<file path="src/rtl/coded_lock_pkg.sv">
// rtl/coded_lock_pkg.sv - shared state encoding, default widths and code-width helper for the coded lock
package coded_lock_pkg;

    localparam int DEF_DIGIT_W  = 4;
    localparam int DEF_CODE_LEN = 4;

    typedef enum logic [2:0] {
        ST_LOCKED  = 3'd0,
        ST_CHECK   = 3'd1,
        ST_OPEN    = 3'd2,
        ST_PROG    = 3'd3,
        ST_LOCKOUT = 3'd4
    } lock_state_e;

    function automatic int code_width(input int code_len, input int digit_w);
        return code_len * digit_w;
    endfunction

endpackage

</file>
<file path="src/rtl/lock_timer.sv">
// rtl/lock_timer.sv - up-counter with synchronous clear, enable and terminal count against a runtime limit
module lock_timer #(
    parameter int CNT_W = 27
) (
    input  logic             clk,
    input  logic             rst_n,
    input  logic             clr,
    input  logic             en,
    input  logic [CNT_W-1:0] limit,
    output logic             tc
);

    logic [CNT_W-1:0] count;

    always_ff @(posedge clk or negedge rst_n) begin
        if (!rst_n) begin
            count <= '0;
        end else if (clr) begin
            count <= '0;
        end else if (en) begin
            count <= count + CNT_W'(1);
        end
    end

    // Terminal count marks the last cycle of the window, so the owner leaves on this edge.
    assign tc = (count == limit - CNT_W'(1));

endmodule

</file>
<file path="src/rtl/coded_lock_ctrl.sv">
// rtl/coded_lock_ctrl.sv - keypad code entry, compare, auto-relock, reprogramming and alarm lockout controller
module coded_lock_ctrl
    import coded_lock_pkg::*;
#(
    parameter int          CODE_LEN       = DEF_CODE_LEN,
    parameter int          DIGIT_W        = DEF_DIGIT_W,
    parameter logic [code_width(CODE_LEN, DIGIT_W)-1:0] DEFAULT_CODE = 16'h1234,
    parameter int          MAX_TRIES      = 3,
    parameter int unsigned OPEN_CYCLES    = 12_000_000,
    parameter int unsigned LOCKOUT_CYCLES = 120_000_000,
    parameter int          CNT_W          = 27
) (
    input  logic               clk,
    input  logic               rst_n,
    input  logic               key_vld,
    input  logic [DIGIT_W-1:0] key_val,
    input  logic               key_clr,
    input  logic               lock_req,
    input  logic               prog_req,
    output logic               open,
    output logic               alarm,
    output logic [2:0]         state_o,
    output logic [2:0]         err_cnt
);

    localparam int CW  = code_width(CODE_LEN, DIGIT_W);
    localparam int DCW = $clog2(CODE_LEN + 1);

    lock_state_e      state, state_n;
    logic [CW-1:0]    entry, entry_n;
    logic [CW-1:0]    code, code_n;
    logic [CW-1:0]    shifted;
    logic [DCW-1:0]   dcnt, dcnt_n;
    logic [2:0]       err, err_n;
    logic             last_digit;
    logic             tmr_clr, tmr_en, tmr_tc;
    logic [CNT_W-1:0] tmr_limit;

    assign shifted    = {entry[CW-DIGIT_W-1:0], key_val};
    assign last_digit = (dcnt == DCW'(CODE_LEN - 1));
    assign tmr_limit  = (state == ST_LOCKOUT) ? CNT_W'(LOCKOUT_CYCLES) : CNT_W'(OPEN_CYCLES);

    lock_timer #(.CNT_W(CNT_W)) u_timer (
        .clk   (clk),
        .rst_n (rst_n),
        .clr   (tmr_clr),
        .en    (tmr_en),
        .limit (tmr_limit),
        .tc    (tmr_tc)
    );

    always_comb begin
        state_n = state;
        entry_n = entry;
        dcnt_n  = dcnt;
        code_n  = code;
        err_n   = err;
        tmr_clr = 1'b0;
        tmr_en  = 1'b0;
        unique case (state)
            ST_LOCKED: begin
                if (key_clr) begin
                    entry_n = '0;
                    dcnt_n  = '0;
                end else if (key_vld) begin
                    entry_n = shifted;
                    dcnt_n  = dcnt + DCW'(1);
                    if (last_digit) state_n = ST_CHECK;
                end
            end
            ST_CHECK: begin
                entry_n = '0;
                dcnt_n  = '0;
                if (entry == code) begin
                    state_n = ST_OPEN;
                    err_n   = '0;
                    tmr_clr = 1'b1;
                end else if (err + 3'd1 == 3'(MAX_TRIES)) begin
                    state_n = ST_LOCKOUT;
                    err_n   = 3'(MAX_TRIES);
                    tmr_clr = 1'b1;
                end else begin
                    state_n = ST_LOCKED;
                    err_n   = err + 3'd1;
                end
            end
            ST_OPEN: begin
                tmr_en = 1'b1;
                if (lock_req || (!prog_req && tmr_tc)) begin
                    state_n = ST_LOCKED;
                    entry_n = '0;
                    dcnt_n  = '0;
                end else if (prog_req) begin
                    state_n = ST_PROG;
                    entry_n = '0;
                    dcnt_n  = '0;
                end
            end
            ST_PROG: begin
                // lock_req outranks everything so a half-typed new code is never committed.
                if (lock_req) begin
                    state_n = ST_LOCKED;
                    entry_n = '0;
                    dcnt_n  = '0;
                end else if (key_clr) begin
                    state_n = ST_OPEN;
                    tmr_clr = 1'b1;
                end else if (key_vld) begin
                    entry_n = shifted;
                    dcnt_n  = dcnt + DCW'(1);
                    if (last_digit) begin
                        code_n  = shifted;
                        state_n = ST_OPEN;
                        tmr_clr = 1'b1;
                    end
                end
            end
            ST_LOCKOUT: begin
                tmr_en = 1'b1;
                if (tmr_tc) begin
                    state_n = ST_LOCKED;
                    err_n   = '0;
                    entry_n = '0;
                    dcnt_n  = '0;
                end
            end
            default: begin
                state_n = ST_LOCKED;
                entry_n = '0;
                dcnt_n  = '0;
            end
        endcase
    end

    always_ff @(posedge clk or negedge rst_n) begin
        if (!rst_n) begin
            state <= ST_LOCKED;
            entry <= '0;
            dcnt  <= '0;
            code  <= DEFAULT_CODE;
            err   <= '0;
            open  <= 1'b0;
            alarm <= 1'b0;
        end else begin
            state <= state_n;
            entry <= entry_n;
            dcnt  <= dcnt_n;
            code  <= code_n;
            err   <= err_n;
            // Indications follow the next state so they are registered yet aligned with it.
            open  <= (state_n == ST_OPEN) || (state_n == ST_PROG);
            alarm <= (state_n == ST_LOCKOUT);
        end
    end

    assign state_o = state;
    assign err_cnt = err;

endmodule

</file>
<file path="config.mk">
export PLATFORM = sky130hd
export DESIGN_NAME = coded_lock_ctrl
export DESIGN_NICKNAME = d
export VERILOG_FILES = /design/src/rtl/coded_lock_pkg.sv /design/src/rtl/lock_timer.sv /design/src/rtl/coded_lock_ctrl.sv
export SDC_FILE = /design/constraint.sdc
export NUM_CORES = 1
export LEC_CHECK = 0
export CAP_MARGIN = 10
export CORE_MARGIN = 3
export CORE_UTILIZATION = 52
export DETAILED_ROUTE_END_ITERATION = 10
export GPL_ROUTABILITY_DRIVEN = 0
export PLACE_DENSITY = 0.81
export SYNTH_ARGS = -nofsm -noshare
export SYNTH_HDL_FRONTEND = slang
export SYNTH_SLANG_ARGS = --single-unit
</file>
<file path="constraint.sdc">
create_clock -name clk -period 2.1 [get_ports clk]
set_clock_uncertainty 0.1 [all_clocks]
set_input_delay 0.315 -clock clk [delete_from_list [all_inputs] [get_ports clk]]
set_output_delay 0.315 -clock clk [all_outputs]
set_load 0.03 [all_outputs]
</file>
==> results.txt, run 1 <==
After synthesis, the largest family of logic cells by area is simple AND/OR/NAND/NOR gates. The effective utilization at floorplan is between 50% and 60%. The number of cells produced by synthesis came out at about 310. The portion of total power attributed to combinational logic came out at 11.7%. The core area is roughly 0.0064 mm^2. The share of synthesized registers carrying an async set or reset came out at between 90% and 100%.

In the post-route analysis, the smallest setup slack over all paths is -0.0351 ns. The routed length per placed instance is around 18 um. The antenna diode instance count came out at 0. The power spent charging and discharging nets came out at between 800 and 900 uW. The layout overhead on the synthesized area is 22.7%. The cell family contributing the most delay on the critical path is simple AND/OR/NAND/NOR gates. In this design, the stage delay of the slowest critical-path cell is about 0.4 ns.

The layout net count is between 300 and 400. The fraction of the mapped netlist area in simple logic gates is approximately a fifth. The met1 usage came out at 26.5%.

The count of endpoints failing setup in the final report came out at 17. After synthesis, the share of cell area in mux cells is 5.48%. Of the total synthesized cell area, the portion taken by XOR and XNOR cells is 10.8%. The number of warning messages in the yosys log came out at 0. The floorplan has 29 rows.

The first global-routing pass estimated 12200 um of wire. For this design, the sink count on the clock tree is 70. The netlist area before placement is ~0.0035 mm^2. The fill cell instance count of the final layout is 443. The full die area came out at a little under 0.008 mm^2. The startpoint class of the critical path is a flop. The count of H-tree levels built during CTS came out at 3. The clock latency at the later pin of the worst-skew pair came out at roughly 0.35 ns.

The sequential share of power is 49.9%. The number of hold violations in the final report came out at 0. The number of cells on the worst reg-to-reg path is 7. The vertical die dimension is just under 90 um. Dividing the final minimum period by the clock period gives 102%.

The net count of the mapped netlist is ~330. Dividing total power by cell area gives a power density of between 600 and 700 mW/mm^2. The I/O pin count came out at 18. Setup repair after global routing could not meet its margin everywhere. TritonCTS built the clock tree.

The met2 usage is 32.8%. Clock tree synthesis inserted a total of 9 buffers. The sum of routed wire length over all layers is just under 8000 um. The count of TritonRoute iterations in the first routing pass is 4.

The count of maximum capacitance violations is 0. The register clock-pin slew on the reported worst setup and hold paths is around 0.090 ns. The via count of the first global-routing pass was around 2600. The sequential element share of the synthesized area came out at about half. Together, buffers and inverters on the worst path number 1. The number of buffers on the longest clock path is 2. The worst hold path belongs to the class in -> async. The fraction of the mapped netlist area in compound gates is 9.60%.

The initial antenna violation count is 0. On the critical path, the stage with the largest delay is an instance of sky130_fd_sc_hd__dfrtp_1. The met3 usage is under 10%.

The power consumption is between 2 and 3 mW. In the final layout, the multi-input gates occupy around 0.0017 mm^2. The worst setup path is of the reg -> reg kind. The setup TNS came out at -0.356 ns. The endpoint type of the worst setup path is a flop. The top achievable clock speed is roughly 470 MHz. The minimum clock period came out at around 2.1 ns. The placed wire-length estimate is 5020 um. The share of final-layout standard cells stronger than drive strength 1 came out at around a quarter.

The worst register-to-register path begins at u_timer.count[0]. In this run the most used layer during global routing was met2. For this design the static power due to leakage is a little over 2 nW. The synthesized-area fraction occupied by adder cells came out at under 10%.

Counting flops and latches in the post-synthesis netlist gives 70. At the pin with the least slew margin, the transition time is 0.566 ns. In this run the clock root is driven by a sky130_fd_sc_hd__clkbuf_8. The number of slew-limit violations in the final report came to 0. The DRC violations left came out at 0. The portion of synthesized cell area occupied by the leading cell type is approximately 47%. The post-synthesis average cell area is 11.2 um^2. The iteration-0 DRC count of the detailed router is about 150. By area the synthesized netlist is led by sky130_fd_sc_hd__dfrtp_1 (47%), sky130_fd_sc_hd__xor2_1 (7.0%), sky130_fd_sc_hd__mux2_2 (5.5%), sky130_fd_sc_hd__a22o_1 (4.5%), sky130_fd_sc_hd__dfstp_2 (3.8%). The final reports fail on setup timing.

The most used flip-flop cell after synthesis is sky130_fd_sc_hd__dfrtp_1. The register area is about 0.0018 mm^2. During placement, the flow inserted port buffers numbering 17.

The largest total area in the synthesized netlist belongs to sky130_fd_sc_hd__dfrtp_1. The routed layout has 2638 vias. The run finished, with violations left. The count of different cell masters after synthesis is 51. Measured against its own limit, the worst slew margin works out to a little over 60%. The global-route total usage across every layer came out at between 20% and 30%.

The worst register-to-register path ends at entry[13]. The required time of the worst setup path came out at ~2.2 ns. The data arrival time of the worst path came out at ~2.3 ns. The worst reg-to-reg setup slack is -0.04 ns. The clock network is responsible for between 30% and 40% of the overall power. Yosys mapped a number of flops with a built-in enable equal to 0. Once layout is complete, the utilization of the core stands at about two thirds.

Traced cell by cell, the critical path runs through ha_2 -> nor4bb_2 -> and4_1 -> o211a_4 -> o32ai_4 -> buf_12 -> a22o_1. The detail route stage leaves a number of antenna-violating nets equal to 0. Using the TritonRoute via totals, the vias-per-cell ratio works out to 5.98. The largest fanout on the critical path is 17. The horizontal die dimension came out at 88.0 um. The pin count of the biggest net entering global routing is 29. The total overflow left after global routing is 0. The internal cell power is around 2.1 mW.

Across the VDD grid, the largest voltage drop is approximately 500 uV. The share of total power consumed by net switching came out at 27.7%.
==> stage by stage <==
stage / setup slack [ns] / std cells / hold slack [ns] / cell area [um^2]
floorplan: -0.0328 / 312 / -0.0806 / 3510
global placement: -0.142 / 419 / 0.214 / 3950
detailed placement: -0.209 / 419 / 0.222 / 3950
CTS: 0.00910 / 436 / 0.369 / 4170
global route: -0.110 / 441 / 0.391 / 4290
finish: -0.0351 / 441 / 0.364 / 4290
==> logic make-up (layout without fill, tap and decap cells) <==
logic type               after synthesis  in the layout
XOR/XNOR                              43             43
AO/OA/AOI/OAI                         38             38
adder cells (fa/ha/maj)                5              5
AND/OR/NAND/NOR                      122            122
multiplexers                          17             17
buffers and inverters                 17             69
flip-flops                            70             70
==> routing by layer <==
metal  part of all wire (%)  wire length [um]
met4                    3.2               246
met3                    4.3               336
met2                     50              3900
met1                     42              3280
met5                      0                 0
==> cell usage in the layout (no fill, tap or decap), drive strengths merged, types with 2 or more instances in the layout <==
master / instances
inv: 9
nor4: 9
nor3: 9
nand3: 14
buf: 29
nor2: 33
and4: 5
clkdlybuf4s50: 16
a31oi: 3
a22o: 18
o211ai: 2
nand2: 20
o21ai: 3
nand4: 7
xnor2: 15
nand3b: 2
dfrtp: 65
dfstp: 5
a21oi: 3
or4b: 2
clkbuf: 10
ha: 5
or3: 3
nor2b: 3
o32ai: 2
and2: 3
mux2: 17
clkinv: 3
and3: 5
xor2: 28
o22ai: 2
o221ai: 2
nor4b: 2
==> how the worst max path moves through the flow <==
stage / start / end / slack, ns / cells after the start
6_report: u_timer.count[0] / entry[13] / -0.04 / 7
4_1_cts: dcnt[0] / u_timer.count[6] / 0.009 / 8
2_1_floorplan: state_o[1] / entry[0] / -0.03 / 8
3_5_place_dp: lock_req / u_timer.count[13] / -0.21 / 7
3_3_place_gp: lock_req / u_timer.count[24] / -0.14 / 7
5_1_grt: u_timer.count[0] / entry[2] / -0.11 / 7
==> power groups by stage <==
stage / registers (mW) / logic, mW / clock network (mW)
global route: 1.49 / 0.390 / 1.23
finish: 1.47 / 0.347 / 1.14
detailed placement: 1.50 / 0.327 / 0
CTS: 1.47 / 0.332 / 1.15
floorplan: 1.51 / 0.165 / 0
global placement: 1.49 / 0.317 / 0
==> synth_stat cells (3+ instances only) <==
cell type / instances
sky130_fd_sc_hd__nand3_1: 14
sky130_fd_sc_hd__nor4_1: 8
sky130_fd_sc_hd__nor2b_1: 3
sky130_fd_sc_hd__dfrtp_1: 65
sky130_fd_sc_hd__nand2_1: 20
sky130_fd_sc_hd__dfstp_2: 5
sky130_fd_sc_hd__a22o_1: 18
sky130_fd_sc_hd__nor3_1: 8
sky130_fd_sc_hd__xnor2_1: 15
sky130_fd_sc_hd__ha_1: 5
sky130_fd_sc_hd__nor2_1: 33
sky130_fd_sc_hd__xor2_1: 28
sky130_fd_sc_hd__inv_1: 6
sky130_fd_sc_hd__and4_1: 3
sky130_fd_sc_hd__nand4_1: 7
sky130_fd_sc_hd__o21ai_0: 3
sky130_fd_sc_hd__and3_1: 5
sky130_fd_sc_hd__a21oi_1: 3
sky130_fd_sc_hd__and2_1: 3
sky130_fd_sc_hd__mux2_2: 17
sky130_fd_sc_hd__buf_6: 3
==> final cells by class <==
cell class,count,area share [%]
sequential,70,41.1
multi-input combinational,225,40.0
timing repair buffer,47,11.4
clock buffer,9,2.89
tap,77,2.25
clock inverter,7,1.90
inverter,6,0.525
==> flip-flops by register name, indices dropped and copies added, names as in the netlist <==
name           flops
entry             16
open               1
state_o            3
alarm              1
code              16
dcnt               3
err_cnt            3
u_timer.count     27
==> what timing repair did <==
action	CTS	global route
hold buffers	1	0
endpoints found under the hold margin	17	0
resized for setup	2	12
endpoints found under the setup margin	3	46
buffers inserted	0	3
pin swaps	1	7
cloned	0	2
(Power assumes the default switching activity.)
==> inputs of run 2 (changes only) <==
--- a/config.mk
+++ b/config.mk
@@ -12,3 +12,3 @@
 export GPL_ROUTABILITY_DRIVEN = 0
-export PLACE_DENSITY = 0.81
+export PLACE_DENSITY = 0.79
 export SYNTH_ARGS = -nofsm -noshare
==> constraint.sdc (replaced) <==
create_clock -name clk -period 2.01 [get_ports clk]
set_clock_uncertainty 0.1 [all_clocks]
set_input_delay 0.3015 -clock clk [delete_from_list [all_inputs] [get_ports clk]]
set_output_delay 0.3015 -clock clk [all_outputs]
set_load 0.005 [all_outputs]
==> run 2 against run 1 <==
Clock power shrank 9%. The run still ends with setup timing left. Via count grew 3.1%. Highest routed layer unchanged. Register-to-register slack lost 0.04 ns. Critical endpoint is now entry[2]. Critical path depth is the same. Setup slack lost 0.038 ns. Maximum frequency grew 2.5%. Largest cell class is now multi-input combinational cells. Largest power group unchanged.
==> results.txt, run 2 (same netlist as run 1, synthesis figures left out) <==
Across all hold checks on the routed design, the worst slack comes to 0.415 ns. The startpoint identified for the worst register-to-register timing path is u_timer.count[1]. The placed wire-length estimate is about 4700 um. The share of final-layout standard cells stronger than drive strength 1 is approximately a third. The number of buffers added by the clock tree synthesis step is 9. The multi-input gate area in the final layout came out at ~0.0018 mm^2. The number of slew-limit violations in the final report is 0. The slew of the pin with the lowest slew margin came out at between 0.3 and 0.4 ns. The cell row count came out at 29. The worst IR drop on VDD is around 500 uV. The sum of routed wire length over all layers is 7840 um. Measured in cells, the most critical reg-to-reg path has a length of 7. The I/O pin count came out at 18. STA classifies the critical path endpoint as a flop. The register clock-pin slew on the reported worst setup and hold paths is about 0.08 ns.

The flip-flop count of the largest register after layout is 27. The global-route total usage across every layer came out at between 20% and 30%. The data arrival time of the worst path came out at 2.21 ns.

The count of maximum capacitance violations came out at 0. The buffering stage count on the worst path with inverters included came out at 1. The total non-filler cell area in the finished layout is around 0.0044 mm^2.

The delay contributed by the slowest stage of the critical path is roughly 0.38 ns. TritonCTS built the clock tree. The clock sink total came out at 70. In this run the worst path has a maximum fanout of 16. The share of the cycle needed by the critical path after routing came out at 104%.

The layout overhead on the synthesized area came out at 27.3%. The via count of the first global-routing pass came out at between 2000 and 3000. The top achievable clock speed is 480 MHz.

The horizontal die dimension is 88.0 um. The count of endpoints failing setup in the final report is 22. The routed length per placed instance came out at approximately 17 um. The flow ran to the end, but the final reports show violations. STA classifies the critical path startpoint as a flop. Entering global routing, the biggest net connects 71 pins. The worst slew slack as a fraction of its limit is around 73%. The number of hold violations in the final report came out at 0. The worst hold path belongs to the class in -> async. The critical path's top delay family is simple AND/OR/NAND/NOR gates. The library cells used most frequently in the layout, excluding fill and tap cells, are sky130_fd_sc_hd__dfrtp_1 (62), sky130_fd_sc_hd__buf_4 (37), sky130_fd_sc_hd__xor2_1 (28), sky130_fd_sc_hd__nor2_1 (27), sky130_fd_sc_hd__nand2_1 (20). STA puts the critical path data required time at about 2.1 ns. Counting buffers and inverters, the worst setup path is 7 cells deep. Setup repair after global routing could not meet its margin everywhere. After floorplanning, the core was sized to cover 0.00642 mm^2. The first global-routing pass estimated approximately 12000 um of wire. During placement, the flow inserted port buffers numbering 17. The initial antenna violation count came out at 0. In the routed design, unresolved DRC markers number 0. The tree is rooted in a sky130_fd_sc_hd__clkbuf_8.

The remaining antenna violation count after routing is 0. The largest registers in the layout are u_timer.count: 27 flops, code: 16 flops, entry: 16 flops. In the post-route analysis, the smallest setup slack over all paths is -0.0728 ns. The slowest stage of the critical path belongs to the cell sky130_fd_sc_hd__dfrtp_1. The final global-route overflow total is 0.

The vertical die dimension came out at around 88 um. The antenna diode instance count is 0. Clock latency on the worst-skew pair, taken at its later pin, is roughly 0.34 ns.

The most frequent standard cell in the layout excluding fill and tap cells is sky130_fd_sc_hd__dfrtp_1. The final reports fail on setup timing. Counting along the longest clock path gives a buffer depth of 2. The fill cell instance count of the final layout is about 450. For this design the static power due to leakage is 2.12 nW. In this run the critical register-to-register path is captured at entry[2]. The count of H-tree levels built during CTS came out at 3. The cell area reported after detailed placement came out at approximately 0.0040 mm^2. The die covers between 0.007 and 0.008 mm^2. The minimum clock period came out at between 2 and 2.5 ns. The signal on the critical path passes through ha_1 -> nor4bb_2 -> and4_1 -> o211a_4 -> o32ai_4 -> buf_12 -> a22o_1. The first detailed-routing pass ran for 4 iterations. In the final design database the tool counted roughly 400 nets.

Summed over all failing endpoints, the final setup total negative slack is -1.09 ns. The register area came out at around 0.0018 mm^2. The total power per unit cell area is roughly 660 mW/mm^2. Using the TritonRoute via totals, the vias-per-cell ratio works out to 5.94. The initial utilization of the core area, before any placement, comes to between 50 and 60%. u_timer.count holds more flip-flops than any other register. The number of vias in the routed layout is about 2700. The kind of critical path is reg -> reg. The worst reg-to-reg setup slack came out at -0.07 ns. In this run, the number of DRC markers left after iteration 0 of detailed routing was ~250.
-- run 2: cell types whose count changed in the layout (fill, tap and decap cells not counted), sizes merged --
cell | previous run | this run
bufinv | 1 | 0
inv | 9 | 7
clkinvlp | 0 | 2
buf | 29 | 47
-- run 2: through the flow --
step | std cells | util (%) | total power [mW] | setup WS [ns]
detailed placement | 428 | 62.3 | 1.90 | -0.182
finish | 458 | 69.3 | 2.96 | -0.0728
global placement | 428 | 62.3 | 1.88 | -0.166
CTS | 454 | 67.9 | 2.96 | -0.0432
floorplan | 312 | - | 1.73 | -0.0254
global route | 458 | 69.3 | 3.11 | -0.114
-- run 2: where the power goes --
part | switching (mW) | internal [mW]
sequential | 0.0672 | 1.47
clock | 0.557 | 0.487
combinational | 0.179 | 0.195
total | 0.803 | 2.15
-- run 2: worst max path at each step --
stage,startpoint,endpoint,slack [ns]
2_1_floorplan,state_o[1],entry[0],-0.03
3_3_place_gp,lock_req,entry[15],-0.17
3_5_place_dp,lock_req,entry[2],-0.18
4_1_cts,u_timer.count[12],entry[2],-0.04
5_1_grt,state_o[0],u_timer.count[24],-0.11
6_report,u_timer.count[1],entry[2],-0.07
-- run 2: per-layer routing --
layer / vias up / GRT usage [%] / routed length (um)
met2: 91 / 32.5 / 3850
met1: 1362 / 28.4 / 3470
met4: 0 / 6.69 / 125
met3: 20 / 5.17 / 393
met5: - / 0 / 0
li1: 1248 / - / -
-- run 2: final cells by class --
| type | instances | area share (%) |
|---|---|---|
| clock inverters | 6 | 1.04 |
| clock buffers | 10 | 3.09 |
| multi-input cells | 225 | 39.9 |
| well taps | 77 | 2.17 |
| repair buffers | 64 | 13.7 |
| flip-flops and latches | 70 | 39.6 |
| inverters | 6 | 0.506 |
-- run 2: worst reg2reg max path, cell delays in order (launching register included) --
cell	delay, ns
sky130_fd_sc_hd__dfrtp_1	0.38
sky130_fd_sc_hd__ha_1	0.20
sky130_fd_sc_hd__nor4bb_2	0.32
sky130_fd_sc_hd__and4_1	0.28
sky130_fd_sc_hd__o211a_4	0.21
sky130_fd_sc_hd__o32ai_4	0.12
sky130_fd_sc_hd__buf_12	0.17
sky130_fd_sc_hd__a22o_1	0.19
-- run 2: timing repair --
item,4_1_cts,5_1_grt
endpoints found under the setup margin,42,60
pin swaps,3,12
endpoints found under the hold margin,65,0
resized for setup,13,23
cloned,2,0
buffers inserted,7,6
hold buffers,1,0
==> inputs of run 3 (changes only) <==
clock period = 2.4 ns   (was 2.01 ns; I/O delays follow)
==> run 3 against run 2 <==
The run now ends clean. Largest power group unchanged. Cell area fell by 9.0%. Critical path depth shrank 1. Core utilization is 6.2 points lower.
==> results.txt, run 3 (same netlist as run 1, synthesis figures left out) <==
The final global-route overflow total is 0. The met1 usage is 23.6%. The detail route stage leaves a number of antenna-violating nets equal to 0. In this run the most critical hold path is launched from dcnt[2].

The count of H-tree levels built during CTS is 3. The full die area is approximately 0.0077 mm^2. In this run the horizontal extent of the chip is approximately 88 um. The worst slew slack as a fraction of its limit came out at between 50% and 60%.

The iteration-0 DRC count of the detailed router came out at between 100 and 150. The startpoint identified for the worst register-to-register timing path is state_o[1]. The minimum clock period came out at 2.19 ns. Cells with a size suffix above 1 make up between 10% and 20% of the layout. Setup repair after global routing left no endpoint under its margin.

The setup TNS came out at 0 ns. Traced cell by cell, the critical path runs through or3b_1 -> nor3_2 -> o211a_4 -> o32ai_4 -> buf_12 -> a22o_1. Along the worst hold path, the cell count comes to 1. The largest registers in the layout are u_timer.count: 27 flops, code: 16 flops, entry: 16 flops.

The count of endpoints failing setup in the final report came out at 0. The layout net count came out at between 300 and 400. The met2 usage is about 34%. The startpoint of the most critical setup path is state_o[1]. STA puts the critical path data required time at roughly 2.5 ns. The number of buffers added by the clock tree synthesis step came out at 9.

After detailed routing, the total wire length is 6710 um. STA classifies the critical path endpoint as a flop. The wire length of the first global-routing pass came out at between 10000 and 15000 um. The largest single stage delay on the critical path is approximately 0.52 ns. The tool flagged a number of max-cap violations equal to 0. The static power due to leakage is ~1.9 nW. The library cell used most frequently in the layout, excluding fill and tap cells, is sky130_fd_sc_hd__dfrtp_1. The total power per unit cell area is between 600 and 700 mW/mm^2. The clock latency at the later pin of the worst-skew pair is about 0.34 ns. The vertical die dimension came out at a little under 90 um. In the layout the commonest cells are sky130_fd_sc_hd__dfrtp_1 (65), sky130_fd_sc_hd__nor2_1 (33), sky130_fd_sc_hd__xor2_1 (28), sky130_fd_sc_hd__nand2_1 (20), sky130_fd_sc_hd__a22o_1 (18).

The routed layout has around 2500 vias. The slew of the pin with the lowest slew margin came out at roughly 0.68 ns. The slowest stage of the critical path is the sky130_fd_sc_hd__or3b_1 cell. The via count of the first global-routing pass came out at ~2600. The number of I/O port buffers is 17. The number of hold violations in the final report came out at 0. The worst register-to-register path ends at entry[4].

The initial utilization of the core area, before any placement, comes to 54.4%. The placed wire-length estimate came out at about 4600 um. The tree is rooted in a sky130_fd_sc_hd__clkbuf_8.

The routed length per placed instance came out at about 16 um. The worst IR drop on VDD is between 400 and 500 uV. The antenna diode instance count came out at 0. After clock tree synthesis, the clock-pin slew on the worst setup and hold paths is 0.08 ns. The register with the most flip-flops in the layout has 27 of them. The path with the worst hold slack has its endpoint at dcnt[2]. Before CTS, the worst setup slack after placement is approximately 0.038 ns. The global-route total usage across every layer is around a fifth. The worst reg-to-reg setup slack came out at 0.21 ns. Setup slack closes at between 0.2 and 0.25 ns.

The worst setup path is launched from a flop. Ranked by flip-flop count, first place goes to u_timer.count. The clock net in this run drives a total of 70 sinks. The largest fanout on the critical path came out at 16. The number of slew-limit violations in the final report came out at 0. The top achievable clock speed came out at between 400 and 500 MHz. The initial antenna violation count is 0. The power consumption came out at 2.60 mW. The routing layer with the top usage in global route is met2. The number of buffers on the longest clock path came out at 2. The flow ran to the end, and the final reports show no timing, DRC or antenna violations. The kind of critical path is reg -> reg. The core area came out at 0.00642 mm^2. The pin count of the biggest net entering global routing came out at slightly above 70. The share of the cycle needed by the critical path after routing is between 90 and 100%. The layout overhead on the synthesized area is 15.9%. For this run, design rule violations remaining after detail routing come to 0. The per-cell via count in the routed design is a little under 6.

The data arrival time of the worst path is approximately 2.3 ns. The clock tree from TritonCTS is built. The worst reg-to-reg path cell count came out at 6. For this run, global-route usage on met3 was measured as 5.36%. The path class of the lowest-slack min-delay path is reg -> reg.

The I/O pin count is 18. The count of TritonRoute iterations in the first routing pass is 4. The cell row count is 29.
==> run 3: cell count changes in the layout (fill, tap and decap cells not counted), sizes merged <==
cell,delta
clkbuf,-1
buf,-34
clkinvlp,-1
bufinv,+2
inv,+1
clkinv,-1
==> run 3: through the flow <==
step	cells	util (%)	hold slack, ns	instance area [um^2]
after floorplan	312	-	-0.0356	3490
after global placement	407	59.5	0.310	3820
after detailed placement	407	59.5	0.308	3820
after CTS	424	63.1	0.419	4050
after global routing	424	63.1	0.433	4050
final	424	63.1	0.411	4050
==> run 3: layout make-up <==
class                   count  area (um^2)
clock buffers               9          124
clock inverters             7         95.1
fillers                   499         2370
inverters                   6         22.5
multi-input cells         225         1640
flip-flops and latches     70         1760
well taps                  77         96.3
repair buffers             30          315
==> run 3: worst max-delay path by stage <==
stage / cells after the start / to / slack, ns
floorplan: 6 / code[10] / 0.30
CTS: 6 / entry[4] / 0.21
finish: 6 / entry[4] / 0.21
detailed placement: 6 / entry[4] / 0.04
global route: 6 / entry[12] / 0.11
global placement: 6 / entry[2] / 0.06
==> run 3: what timing repair did <==
action / CTS / global route
hold endpoints to repair: 65 / 0
setup buffers: 0 / 0
setup endpoints to repair: 0 / 0
hold buffers: 1 / 0
gates resized for setup: 0 / 0
==> run 3: where the power goes <==
part	switching, mW	internal (mW)	total, mW
Clock	0.459	0.588	1.05
Combinational	0.129	0.127	0.256
Sequential	0.0604	1.23	1.29
==> run 3: worst max-delay path: cells and delay by family, from the launching register on <==
kind	cells	cell delay (ns)
buf+inv	1	0.17
compound gates	3	0.55
simple gates	2	0.79
flops	1	0.48
==> run 3: metal layers <==
metal	share of wire (%)	up-vias
met5	0	-
met1	44	1268
met3	4.3	11
met4	1.3	0
li1	-	1185
met2	51	58
